--- src/rtl/regfile_2r1w.sv ---
// Two-read / one-write register file with hardwired-zero entry 0 and asynchronous clear.
// Optional write-to-read bypass is enabled by defining REGFILE_BYPASS_EN.

module regfile_2r1w_bitcell #(
  parameter int W = 32
) (
  input  logic         clk,
  input  logic         reset,
  input  logic         en,
  input  logic [W-1:0] d,
  output logic [W-1:0] q
);

  always_ff @(posedge clk or posedge reset) begin
    if (reset) begin
      q <= '0;
    end else if (en) begin
      q <= d;
    end
  end

endmodule

module regfile_2r1w #(
  parameter int DATA_W = 32,
  parameter int ADDR_W = 5
) (
  input  logic              clk,
  input  logic              reset,
  input  logic              wr_en,
  input  logic [ADDR_W-1:0] wr_addr,
  input  logic [DATA_W-1:0] wr_data,
  input  logic [ADDR_W-1:0] rd_addr_a,
  input  logic [ADDR_W-1:0] rd_addr_b,
  output logic [DATA_W-1:0] rd_data_a,
  output logic [DATA_W-1:0] rd_data_b
);

  localparam int ENTRIES = 2 ** ADDR_W;

  logic [DATA_W-1:0] mem [ENTRIES];
  logic              we  [ENTRIES];

  // Entry 0 has no storage at all, so address-0 writes have nothing to land in.
  assign mem[0] = '0;
  assign we[0]  = 1'b0;

  for (genvar i = 1; i < ENTRIES; i++) begin : g_entry
    assign we[i] = wr_en && (wr_addr == ADDR_W'(i));

    regfile_2r1w_bitcell #(.W(DATA_W)) u_cell (
      .clk   (clk),
      .reset (reset),
      .en    (we[i]),
      .d     (wr_data),
      .q     (mem[i])
    );
  end

  logic [DATA_W-1:0] mux_a;
  logic [DATA_W-1:0] mux_b;

  always_comb begin
    mux_a = mem[rd_addr_a];
    mux_b = mem[rd_addr_b];
  end

`ifdef REGFILE_BYPASS_EN
  logic wr_live;
  assign wr_live = wr_en && (wr_addr != '0);

  // Reset dominates so the bypass path can never leak wr_data while clearing.
  always_comb begin
    rd_data_a = '0;
    rd_data_b = '0;
    if (!reset) begin
      rd_data_a = (wr_live && (rd_addr_a == wr_addr)) ? wr_data : mux_a;
      rd_data_b = (wr_live && (rd_addr_b == wr_addr)) ? wr_data : mux_b;
    end
  end
`else
  always_comb begin
    rd_data_a = '0;
    rd_data_b = '0;
    if (!reset) begin
      rd_data_a = mux_a;
      rd_data_b = mux_b;
    end
  end
`endif

endmodule

--- config.mk ---
export PLATFORM = sky130hd
export DESIGN_NAME = regfile_2r1w
export DESIGN_NICKNAME = d
export VERILOG_FILES = /design/src/rtl/regfile_2r1w.sv
export SDC_FILE = /design/constraint.sdc
export NUM_CORES = 2
export LEC_CHECK = 0
export BUFFER_PORTS_ARGS = -buffer_cell sky130_fd_sc_hd__buf_2
export CAP_MARGIN = 10
export CORE_MARGIN = 1.5
export CORE_UTILIZATION = 55
export CTS_CLUSTER_DIAMETER = 30
export DETAILED_ROUTE_END_ITERATION = 6
export PLACE_DENSITY = 0.72
export SLEW_MARGIN = 25
export SYNTH_ARGS = -nofsm -noshare
export SYNTH_HDL_FRONTEND = slang
export SYNTH_SLANG_ARGS = --single-unit
--- constraint.sdc ---
create_clock -name clk -period 30.5 [get_ports clk]
set_clock_uncertainty 0.1 [all_clocks]
set_input_delay 1.525 -clock clk [delete_from_list [all_inputs] [get_ports clk]]
set_output_delay 1.525 -clock clk [all_outputs]
set_load 0.05 [all_outputs]
* After elaboration in Yosys (flattened, before gate mapping)
Index checks and enable logic that the tools add are counted.
Operators by class: add/subtract/negate cells 0, div/mod/pow operators 0, order comparisons 2, bitwise logic cells 2, equal/unequal tests 31, reduce and logical (&&, ||, !) cells 31, shift-type cells 0, multipliers 0, mux-type cells 8
Operators with widths (number):
- binary-select mux 32 bit (select 5 bit) | 2
- two-way mux 32 bit | 6
- == test 5 bit, second input constant | 16
- == test 5 x 4 -> 1 bit, second input constant | 8
- logical AND 1 bit | 31
- == test 5 x 3 -> 1 bit, second input constant | 4
- greater-or-equal comparator 6 bit, second input constant | 2
- inverter 5 -> 6 bit | 2
- == test 5 x 2 -> 1 bit, second input constant | 2
- == test 5 x 1 -> 1 bit, second input constant | 1
Word-level totals: memories kept 0, bits in latches 0, bits of input ports 50, output and inout port bits 64, register bits 992, bits in writable memories 0, ROM bits 0

* Logic depth before layout (Yosys ltp)
word-level depth 5, mapped depth 8, depth with buffers taken out 4

* Modules after synthesis
A second synthesis with hierarchy kept.
Second synthesis, totals: cell total of the unflattened synthesis 3473, area, all modules 58342.2 um^2
By module, submodules not included:
- regfile_2r1w_bitcell | cells each 69, instances 31, seq. area each 800.8 um^2, area an instance 1348.8 um^2
- regfile_2r1w | cells each 1334, instances 1, seq. area each 0.0 um^2, area an instance 16529.6 um^2

* Least setup slack after synthesis
OpenSTA, ideal clock, no wires.
kind input to output, start in rd_addr_a[0], end out rd_data_a[22], buffers on the path 3, cell stages on the path 7, arrival time 3.911 ns, slack 24.964 ns, cell sequence buf_6 buf_6 or3b_1 clkbuf_1 o22ai_1 a2111oi_0 a311oi_1
On the way: word-level cells in the longest chain between the ends 5
Ends and longest elaborated chain:
- start, declared | line 33 | input logic [ADDR_W-1:0] rd_addr_a,
- inverter 5 -> 6 bit (not written as such) | line 64 | mux_a = mem[rd_addr_a];
- binary-select mux 32 bit (select 5 bit) | line 64
- two-way mux 32 bit (not written as such) (2 in a row) | line 64
- two-way mux 32 bit | line 85 | if (!reset) begin
- end, declared | line 35 | output logic [DATA_W-1:0] rd_data_a,
No other way between the ends. The select of a mux whose other input is x is not followed.

* Worst setup path after layout
start in rd_addr_a[1], end out rd_data_a[23]
Same word-level chain as after synthesis.

==> results_dict.tcl <==
set metrics [dict create \
    power_leakage_uw 0.0269 \
    place_ws_ns 21.98 \
    status "complete, no violations" \
    fp.dieH_um 313 \
    finalCritPeriodShare_pct 28.2 \
    antenna_found_initial 14 \
    nFillCells 6496 \
    synth-adder-area-share_pct 0 \
    grt_pass1_vias 38100 \
    cp_top_family "buffers and inverters" \
    die_w_um 313 \
    globalRoute.totalOverflow 0 \
    cts-root-buf "clkbuf_16" \
    startpoint "rd_addr_a[1]" \
    critPathKind "input pin to output port" \
    place_hpwl_um 94000 \
    powerDensity_mw_per_mm2 80.6 \
    synth_cell_types 41 \
    globalplace.congestion 0.849 \
    grt_pass1_wl_um 249000 \
    worst_ep_required_time_ns 28.88 \
    post_drt_wl_per_cell_um 33.7 \
    worstMarginPinSlew_ns 1.16 \
    htreeDepth 4 \
    synth_common_cells "1070 x mux2_2, 992 x dfrtp_1, 417 x mux4_2" \
    crit_path_max_fanout 67 \
    drive_gt1_share_pct 56.9 \
    antenna_left 0 \
    yosysWarnings 0 \
    rr_endpoint "g_entry[11].u_cell.q[13]" \
    crit_path_frequent_cell "buf_4" \
    start_util_pct 55.6 \
    synth_top_family_by_area "multiplexers" \
    worstSetupStartpointType "input pin" \
    relSlewSlack_pct 22.6 \
    r2r_cells 1 \
    yosys.area_share.simple_pct 1.64 \
    async_flop_share_pct 100 \
    largest-register "g_entry.u_cell.q" \
    yosysTopAreaCell "dfrtp_1" \
    critPathArrivalTime_ns 6.99 \
    wl_um 167000 \
    cts_resized 0 \
    yosys.area.top_type_share_pct 47.0 \
    cp_num_buf_inv 6 \
    drt_iter0_markers 3857 \
    ioPinCount 114 \
    ys_seq_elements 992 \
    row_count 113 \
    hp-class "register to register" \
    clk_pin_slew_ns 0.05 \
    cts.path.max_buffers 3 \
    tritoncts "yes" \
    cts_setup_buffers 0 \
    coreArea_mm2 0.0952 \
    grtUsageTotal_pct 34.5 \
    worstPathCellList "buf_8 > buf_4 > buf_4 > buf_4 > buf_4 > mux4_2 > a22o_1 > a2111oi_0 > a311oi_1 > buf_2" \
    dr.pass1.iters 7 \
    crit_cells 10 \
    utilization_pct 65.0 \
    syn_to_final_growth_pct 17.0 \
    hold_depth 1 \
    yosysMostFrequentCell "mux2_2" \
    worst_slack_ns 21.88 \
    syn-mean-instance-area_um2 15.1 \
    drv_slew 0 \
    synthFlopType "dfrtp_1" \
    setup_viol 0 \
    synth_edf_count 0 \
    maxCapViolations 0 \
    slowest_stage "buf_4" \
    total_power_uw 4990 \
    synthMuxAreaShare_pct 42.7 \
    grt_max_degree 209 \
    hold_violations 0 \
    drc 0 \
    setup_tns_ns 0 \
    largest_reg_flops 992 \
    final_nets 3559 \
    largestRegisters "g_entry.u_cell.q (992)" \
    final_area_mm2 0.0618 \
    netlist_area_mm2 0.0529 \
    syn_nets 3560 \
    synth_xor_xnor_area_share_pct 0 \
    cp-endpoint "rd_data_a[23]" \
    rsz0062_at_grt "no" \
    worstSkewPairLatency_ns 0.77 \
    reg2reg_slack_ns 29.58 \
    vdd_drop_max_mv 0.0559 \
    cts_sinks 992 \
    portBuffers 113 \
    hp-start "g_entry[19].u_cell.q[23]" \
    max_freq_ghz 0.116 \
    ys_top_cells_by_area "dfrtp_1 47%, mux2_2 23%, mux4_2 18%" \
    numCtsBuffers 204 \
    synth-compound-area-share_pct 5.30 \
    syn_inst 3510 \
    dr_total_vias 35700 \
    cp-end-kind "output port" \
    period_minus_slack_ns 8.62 \
    dpl_cell_area_mm2 0.0541 \
    timing.rr.start "g_entry[11].u_cell.q[13]" \
    crit_path_max_incr_delay_ns 0.93 \
    hold_buffers 0 \
    ys_seq_area_share_pct 47.0 \
    die_area_mm2 0.0980 \
    vias_per_cell 7.21 \
]
==> worst min path at each step <==
stage,end
final,g_entry[19].u_cell.q[23]
after global placement,g_entry[12].u_cell.q[29]
after detailed placement,g_entry[12].u_cell.q[12]
after CTS,g_entry[12].u_cell.q[12]
after floorplan,g_entry[12].u_cell.q[11]
after global routing,g_entry[6].u_cell.q[3]
==> layout by cell type (no fill, tap or decap), types with 10 or more instances in the layout <==
master,count
nand2_1,31
clkinv_4,15
clkinv_2,33
nor2b_1,34
mux2_1,15
clkbuf_16,205
a311oi_1,32
bufinv_16,38
nor2_4,14
a2111oi_0,29
buf_4,73
a211o_1,32
o211ai_1,30
clkinvlp_4,24
dfrtp_1,992
mux4_2,417
inv_6,10
a221o_1,30
clkbuf_1,11
a21oi_1,33
or3_1,32
mux2i_1,95
a22o_1,31
clkbuf_8,33
a221oi_1,65
nand2_2,10
mux2_2,1070
o22ai_1,63
buf_2,105
==> power by group <==
| part | internal, µW | switching (µW) | total, µW |
|---|---|---|---|
| clock network | 1640 | 779 | 2420 |
| logic | 462 | 331 | 793 |
| registers | 1580 | 198 | 1780 |
==> routing by layer <==
layer / track usage, % / wire [µm] / vias up
met4: 17.4 / 8680 / 14
met1: 46.1 / 63800 / 19100
li1: - / - / 13900
met5: 0 / 83 / -
met2: 52.5 / 76900 / 2172
met3: 9.12 / 17700 / 555
==> final cells by class <==
cell class | instances | area [µm²] | area share, %
diodes | 4 | 10.0 | 0.0162
clock buffers | 249 | 5630 | 9.10
clock inverters | 132 | 1970 | 3.18
inverters | 6 | 35.0 | 0.0567
multi-input cells | 2112 | 26500 | 42.8
flip-flops and latches | 992 | 24800 | 40.2
well taps | 1265 | 1580 | 2.56
repair buffers | 193 | 1320 | 2.14
==> stage by stage <==
step | cells | hold WS (ns)
after floorplan | 3510 | 0.377
after global placement | 4565 | 0.391
after detailed placement | 4566 | 0.408
after CTS | 4947 | 0.418
after global routing | 4949 | 0.431
final | 4953 | 0.419
==> cell families (layout without fill, tap and decap cells) <==
logic type,count (synthesis),in the layout
mux,1597,1597
flops,992,992
buf+inv,406,580
simple gates,162,162
other cells,0,4
compound gates,353,353
(Power assumes the default switching activity.)
